==> src/rtl/serial_frame_ctrl_pkg.sv <==
// Shared types and timing constants for the serial frame controller.
// Tick counts are in units of half sclk periods.
package serial_frame_ctrl_pkg;

    typedef enum logic [1:0] {
        ST_IDLE,
        ST_SETUP,
        ST_SHIFT,
        ST_HOLD
    } state_e;

    localparam int SETUP_TICKS         = 1;
    localparam int SHIFT_TICKS_PER_BIT = 2;
    localparam int HOLD_TICKS          = 2;

    function automatic int frame_ticks(input int width);
        return SETUP_TICKS + SHIFT_TICKS_PER_BIT * width - 1 + HOLD_TICKS;
    endfunction

endpackage

==> src/rtl/sclk_tick_gen.sv <==
// Free-running half-period divider; tick marks the last clk of each
// half sclk period while run is high.
module sclk_tick_gen #(
    parameter int DIV_BITS = 5
) (
    input  logic clk,
    input  logic rst,
    input  logic run,
    output logic tick
);

    logic [DIV_BITS-1:0] cnt_q;
    logic [DIV_BITS-1:0] cnt_d;

    always_comb begin
        cnt_d = '0;
        if (run) begin
            cnt_d = cnt_q + 1'b1;
        end
    end

    always_ff @(posedge clk or posedge rst) begin
        if (rst) begin
            cnt_q <= '0;
        end else begin
            cnt_q <= cnt_d;
        end
    end

    assign tick = &cnt_q;

endmodule

==> src/rtl/serial_frame_ctrl.sv <==
// Single-frame serial master: MSB-first shift out on sdo, shift in
// from sdi on rising sclk, framed by cs_n with a setup and hold time.
module serial_frame_ctrl
    import serial_frame_ctrl_pkg::*;
#(
    parameter int DIV_BITS = 5,
    parameter int WIDTH    = 8
) (
    input  logic             clk,
    input  logic             rst,
    input  logic             start,
    input  logic [WIDTH-1:0] tx_data,
    input  logic             sdi,
    output logic             sclk,
    output logic             sdo,
    output logic             cs_n,
    output logic             busy,
    output logic             done,
    output logic [WIDTH-1:0] rx_data
);

    localparam int BW = $clog2(WIDTH + 1);
    localparam logic [BW-1:0] BIT_LAST = BW'(WIDTH);
    localparam logic [1:0] HOLD_LAST = 2'(HOLD_TICKS - 1);

    state_e state_q, state_d;
    logic [BW-1:0]    bit_cnt_q, bit_cnt_d;
    logic [1:0]       hold_cnt_q, hold_cnt_d;
    logic [WIDTH-1:0] tx_sr_q, tx_sr_d;
    logic [WIDTH-1:0] rx_sr_q, rx_sr_d;
    logic [WIDTH-1:0] rx_data_q, rx_data_d;
    logic sclk_q, sclk_d;
    logic sdo_q, sdo_d;
    logic cs_n_q, cs_n_d;
    logic busy_q, busy_d;
    logic done_q, done_d;
    logic tick;
    logic run;

    assign run = (state_q != ST_IDLE);

    sclk_tick_gen #(
        .DIV_BITS(DIV_BITS)
    ) u_tick (
        .clk (clk),
        .rst (rst),
        .run (run),
        .tick(tick)
    );

    always_comb begin
        state_d    = state_q;
        bit_cnt_d  = bit_cnt_q;
        hold_cnt_d = hold_cnt_q;
        tx_sr_d    = tx_sr_q;
        rx_sr_d    = rx_sr_q;
        rx_data_d  = rx_data_q;
        sclk_d     = sclk_q;
        sdo_d      = sdo_q;
        cs_n_d     = cs_n_q;
        busy_d     = busy_q;
        done_d     = 1'b0;
        unique case (state_q)
            ST_IDLE: begin
                if (start) begin
                    state_d    = ST_SETUP;
                    tx_sr_d    = tx_data;
                    sdo_d      = tx_data[WIDTH-1];
                    cs_n_d     = 1'b0;
                    busy_d     = 1'b1;
                    bit_cnt_d  = '0;
                    hold_cnt_d = '0;
                end
            end
            ST_SETUP: begin
                if (tick) begin
                    state_d   = ST_SHIFT;
                    sclk_d    = 1'b1;
                    bit_cnt_d = bit_cnt_q + 1'b1;
                    rx_sr_d   = {rx_sr_q[WIDTH-2:0], sdi};
                end
            end
            ST_SHIFT: begin
                if (tick && sclk_q) begin
                    sclk_d = 1'b0;
                    if (bit_cnt_q == BIT_LAST) begin
                        state_d = ST_HOLD;
                        sdo_d   = 1'b0;
                    end else begin
                        sdo_d   = tx_sr_q[WIDTH-2];
                        tx_sr_d = tx_sr_q << 1;
                    end
                end else if (tick) begin
                    sclk_d    = 1'b1;
                    bit_cnt_d = bit_cnt_q + 1'b1;
                    rx_sr_d   = {rx_sr_q[WIDTH-2:0], sdi};
                end
            end
            ST_HOLD: begin
                // cs_n stays low for two half periods after the last edge
                if (tick && hold_cnt_q == HOLD_LAST) begin
                    state_d   = ST_IDLE;
                    cs_n_d    = 1'b1;
                    busy_d    = 1'b0;
                    done_d    = 1'b1;
                    rx_data_d = rx_sr_q;
                end else if (tick) begin
                    hold_cnt_d = hold_cnt_q + 1'b1;
                end
            end
            default: begin
                state_d = ST_IDLE;
            end
        endcase
    end

    always_ff @(posedge clk or posedge rst) begin
        if (rst) begin
            state_q    <= ST_IDLE;
            bit_cnt_q  <= '0;
            hold_cnt_q <= '0;
            tx_sr_q    <= '0;
            rx_sr_q    <= '0;
            rx_data_q  <= '0;
            sclk_q     <= 1'b0;
            sdo_q      <= 1'b0;
            cs_n_q     <= 1'b1;
            busy_q     <= 1'b0;
            done_q     <= 1'b0;
        end else begin
            state_q    <= state_d;
            bit_cnt_q  <= bit_cnt_d;
            hold_cnt_q <= hold_cnt_d;
            tx_sr_q    <= tx_sr_d;
            rx_sr_q    <= rx_sr_d;
            rx_data_q  <= rx_data_d;
            sclk_q     <= sclk_d;
            sdo_q      <= sdo_d;
            cs_n_q     <= cs_n_d;
            busy_q     <= busy_d;
            done_q     <= done_d;
        end
    end

    assign sclk    = sclk_q;
    assign sdo     = sdo_q;
    assign cs_n    = cs_n_q;
    assign busy    = busy_q;
    assign done    = done_q;
    assign rx_data = rx_data_q;

endmodule

==> config.mk <==
export PLATFORM = sky130hd
export DESIGN_NAME = serial_frame_ctrl
export DESIGN_NICKNAME = d
export VERILOG_FILES = /design/src/rtl/serial_frame_ctrl_pkg.sv /design/src/rtl/sclk_tick_gen.sv /design/src/rtl/serial_frame_ctrl.sv
export SDC_FILE = /design/constraint.sdc
export NUM_CORES = 1
export LEC_CHECK = 0
export CORE_MARGIN = 1.5
export CORE_UTILIZATION = 50
export DETAILED_ROUTE_END_ITERATION = 10
export GPL_ROUTABILITY_DRIVEN = 0
export HOLD_SLACK_MARGIN = 0.03
export PLACE_DENSITY = 0.73
export SLEW_MARGIN = 15
export SYNTH_ARGS = -nofsm -noshare
export SYNTH_HDL_FRONTEND = slang
export SYNTH_HIERARCHICAL = 1
export SYNTH_SLANG_ARGS = --single-unit
==> constraint.sdc <==
create_clock -name clk -period 4 [get_ports clk]
set_input_delay 0.8 -clock clk [delete_from_list [all_inputs] [get_ports clk]]
set_output_delay 0.8 -clock clk [all_outputs]
set_load 0.05 [all_outputs]
After elaboration in Yosys (flattened, before gate mapping) --
Index checks and enable logic that the tools add are counted.
Operators by class: muxes and demuxes 37, add/subtract/negate cells 3, equality and inequality tests 14, reduce and logical (&&, ||, !) cells 17
Operators with widths (number):
- $mux W7 | 3
- $ne A2 B2 Y1 const B | 9
- $mux W2 | 8
- $mux W8 | 2
- $pmux W8 S2 | 1
- $pmux W7 S2 | 1
- $mux W4 | 3
- $pmux W4 S3 | 1
- $mux W1 | 11
- $reduce_and A5 Y1 | 2
- $reduce_and A3 Y1 | 3
- $pmux W1 S2 | 4
- $pmux W2 S4 | 1
- $reduce_and A4 Y1 | 2
- $reduce_bool A2 Y1 | 4
- $add A5 B1 Y5 const B | 1
- $mux W5 | 1
- $add A4 B1 Y4 const B | 1
- $eq A2 B1 Y1 const B | 2
- $eq A2 B2 Y1 const B | 2
- $eq A4 B4 Y1 const B | 1
- $pmux W2 S2 | 1
- $reduce_and A2 Y1 | 2
- $reduce_bool A3 Y1 | 1
- other kinds (3) | 4
Word-level totals: logic and storage cells 83, output and inout bits 13, input bits 12, register bits after elaboration 41

Logic depth before layout (Yosys ltp) --
depth after elaboration 4, gate-level depth with buffers 9, depth with buffers taken out 8

Hierarchy --
Netlist, hierarchy kept.
Modules (own cells, without submodules):
- serial_frame_ctrl | times used 1, area each 1785.5 um^2, sequential area each 902.1 um^2, cells an instance 153
- sclk_tick_gen | times used 1, area each 225.2 um^2, sequential area each 125.1 um^2, cells an instance 18

Worst setup path before layout --
Ideal clock, no wire load.
kind register to register, start point reg u_tick.cnt_q[0], end point reg state_q[1], buffers on the path 0, cell stages (with the launch flop) 9, clock period less this slack 2106 ps, required time 3875 ps, library setup time 125 ps, data arrival time 1981 ps, slack 1894 ps, cells stage by stage dfrtp_1 ha_1 and3_2 ha_1 ha_1 and2b_4 nor2_1 nand3_1 mux2_2
Between the ends: word-level cells in the longest chain between the ends 4
Ends and longest elaborated chain:
- start, declared | line sclk_tick_gen.sv:12 | logic [DIV_BITS-1:0] cnt_q;
- start signal, assigned | line sclk_tick_gen.sv:26 | cnt_q <= cnt_d;
- $reduce_and A5 Y1 (*) | line sclk_tick_gen.sv:30 | assign tick = &cnt_q;
- via tick | line serial_frame_ctrl.sv:37 | logic tick;
- $logic_and A1 B1 Y1, on equally long branches | line serial_frame_ctrl.sv:101, serial_frame_ctrl.sv:84
- $ne A2 B2 Y1 (no source line)
- $reduce_and A5 Y1 (no source line) (*)
- end signal, assigned | line serial_frame_ctrl.sv:131 | state_q <= state_d;
- end, declared | line serial_frame_ctrl.sv:26 | state_e state_q, state_d;
Mark *: on every way through the listed nets, which the timed path passes. The rest lies on a longest branch. A chain may end at the register's enable or synchronous reset.

Worst setup path in the final report --
start point reg u_tick.cnt_q[0], end point reg tx_sr_q[2]
Between the ends: word-level cells in the longest chain between the ends 4
Ends and longest elaborated chain:
- $reduce_and A5 Y1 | line sclk_tick_gen.sv:30
- via tick | line serial_frame_ctrl.sv:37
- $logic_and A1 B1 Y1 | line serial_frame_ctrl.sv:84 | if (tick && sclk_q) begin
- $ne A2 B2 Y1 (no source line)
- $reduce_and A4 Y1 (no source line)
- end signal, assigned | line serial_frame_ctrl.sv:134 | tx_sr_q <= tx_sr_d;
- end, declared | line serial_frame_ctrl.sv:29 | logic [WIDTH-1:0] tx_sr_q, tx_sr_d;
The timed path passes the listed nets, and every way through them passes these cells.

==> run summary <==
outcome: completed
CTS Hold Bufs: 0
worst slack, placed: 1540 ps
VDD IR-drop max: 0.173 mV
Max FO, Critical Path: 13
setup_tns: 0 ps
Top FF cell, synth: dfrtp_1
GRT overflow: 0
top layer in use: met4
FF+latch area: 1030 µm²
Synth warnings: 6
DP HPWL: 2480 µm
Clk pwr share: 43.1%
drt initial violations: 31
CTS clk-pin slew, worst paths: 80 ps
Worst-Skew Late Latency: 290 ps
initial antenna violation count: 0
R2R Setup Slk: 1560 ps
Period Utilization, post-route: 60.9%
Post-CTS Setup Bufs: 0
endpoint class of the critical path: register
ANT nets after route: 0
Internal Power: 0.638 mW
required time of the critical path: 4230 ps
Synth Area in Compound Gates: 9.21%
Sequential Power Share: 53.0%
Slew headroom: 43.3%
fin. max-slew vios: 0
Fin Clk Skew: 3.36 ps
mux share of post-synthesis cell area: 14.0%
post-CTS resize count: 0
number of synthesized register bits: 41
DRC: 0
Fillers: 291
vias per cell: 5.26
clock buffer count from CTS: 5
Comb power frac: 3.9%
Root Driver: clkbuf_8
Power Density: 333 nW/µm²
Total GRT Usage: 18.0%
Placed Instances: 238
Cell variety after synth: 37
Post-synth ARST share: 100%
core footprint: 3770 µm²
number of flops mapped to enable cells by yosys: 0
Pwr Total: 0.797 mW
area grow syn2layout: 19.0%
WL/cell: 13.7 µm
hold slack: 496 ps
Cells after Synth: 171
largest net degree at the start of global routing: 23
Syn Nets: 194
Routed WL: 3370 µm
Multi-input gate area: 897 µm²
Top-Level Pins: 25
leakage: 1.14 nW
Post-Synth Adder-Cell Area: 6.85%
main combinational cell family by area after synthesis: simple AND/OR/NAND/NOR gates
vias in the first global route: 1347
port buffer count: 24
first-pass iteration count of the detailed router: 4
M1 wire length: 1520 µm
Final Cell Area: 2390 µm²
Post-Synth Simple-Gate Area: 14.1%
Max Cap Viol: 0
routed wire length on met2: 1660 µm
CP Class: reg -> reg
switch share: 19.9%
Post-Syn Area: 2010 µm²
switching pwr: 0.158 mW
first-pass GRT wire length: 5900 µm
Via Count: 1295
met3 wire len: 123 µm
Final min period: 2440 ps
post-synthesis xor/xnor area fraction: 0.436%
Max clock buf depth: 2
post-route core utilization: 63.5%
crit start category: register
die area: 4410 µm²
TritonCTS clock tree: yes
synthesized area per cell: 11.8 µm²
setup violation total in the final timing report: 0
ratio of cells with drive above 1 in the final layout: 18.7%
Max Freq: 0.411 GHz
Die Span Y: 66.4 µm
CP arrival: 2660 ps
Starting Density: 53.3%
final hold violations: 0
H-tree Lvls: 2
RSZ-0062 raised after global routing: no
hold crit path type: reg -> reg
placed inst area: 2280 µm²
Layout Cells excl Fill: 246
die width: 66.4 µm
fin worst setup slack: 1560 ps
clock net sink count: 41
Rows: 22
diodes inserted: 0
Tightest Pin Transition: 850 ps
count of nets after finishing: 220
register area share after synthesis: 51.1%
[critical path, stage by stage (launching register included)]
cell and delay [ps]:
dfrtp_1 390, ha_1 200, and3_2 180, ha_1 300
ha_1 220, and2b_4 220, nor4_4 630, nor2_1 110
a21oi_2 120
[power by group through the flow]
stage	Combinational, mW	Sequential (mW)	Clock [mW]
after floorplan	0.0135	0.431	0
after global placement	0.0311	0.430	0
after detailed placement	0.0321	0.431	0
after CTS	0.0321	0.422	0.351
after global routing	0.0351	0.423	0.367
final	0.0311	0.422	0.343
[final timing paths]
kind | startpoint | endpoint | cells after the start
worst max-delay path | u_tick/cnt_q[0] | tx_sr_q[2] | 8
worst min-delay path | u_tick/cnt_q[0] | u_tick/cnt_q[0] | 1
worst max register to register | u_tick/cnt_q[0] | tx_sr_q[2] | 8
worst min register to register | u_tick/cnt_q[0] | u_tick/cnt_q[0] | 1
max in group asynchronous | rst | cs_n | 3
min in group asynchronous | rst | u_tick/cnt_q[4] | 2
[cell usage in the layout, fill, tap and decap left out, types with 2 or more instances in the layout]
cell / netlist / routed
a21oi_2: 3 / 3
and2_1: 3 / 3
o21ai_0: 6 / 6
ha_1: 11 / 11
nand2_1: 9 / 9
nand3b_1: 4 / 4
clkbuf_8: 0 / 6
nor2_1: 13 / 13
nand3_1: 6 / 6
mux2i_1: 9 / 9
a21oi_1: 6 / 6
nand2b_1: 2 / 2
nor2b_1: 3 / 3
inv_1: 12 / 12
dfrtp_1: 40 / 40
mux2_2: 17 / 17
a22o_1: 2 / 2
a22oi_1: 2 / 2
clkdlybuf4s50_1: 0 / 24
[cell usage after synthesis, types with 2 or more instances]
cell type / n / area [µm²]
inv_1: 12 / 45.0
a22oi_1: 2 / 15.0
ha_1: 11 / 138
nand3b_1: 4 / 30.0
nand2b_1: 2 / 12.5
dfrtp_1: 40 / 1000
nor2_1: 13 / 48.8
buf_6: 2 / 22.5
mux2i_1: 9 / 90.1
a22o_1: 2 / 17.5
mux2_2: 17 / 191
buf_2: 3 / 15.0
a21oi_1: 6 / 30.0
and2_1: 3 / 18.8
nor2b_1: 3 / 18.8
nand2_1: 9 / 33.8
o21ai_0: 6 / 30.0
a21oi_2: 3 / 26.3
nand3_1: 6 / 30.0
[metal layers]
metal	track usage, %	up-vias
li1	-	638
met2	30.3	26
met4	8.67	0
met5	0	-
met1	21.4	623
met3	4.60	8
[logic make-up after synthesis]
group	after synthesis
AOI/OAI and AO/OA	25
xor gates and xnor gates	1
adders and majority gates	11
buffers and inverters	18
DFF	41
muxes	26
and+or+nand+nor	49
[layout make-up]
cell class,count,share of cell area (%)
clock buffers,7,3.61
clock inverters,1,1.25
inverters,12,1.88
multi-input cells,112,37.5
flip-flops and latches,41,42.9
well taps,48,2.51
repair buffers,25,10.4
[registers in the layout, summed over array words and instances, names as in the netlist, 2 cells and up]
register / flops
bit_cnt_q: 4
hold_cnt_q: 2
rx_data: 8
rx_sr_q: 8
state_q: 2
tx_sr_q: 7
u_tick/cnt_q: 5
No activity file was read; power rests on OpenSTA's default activity.
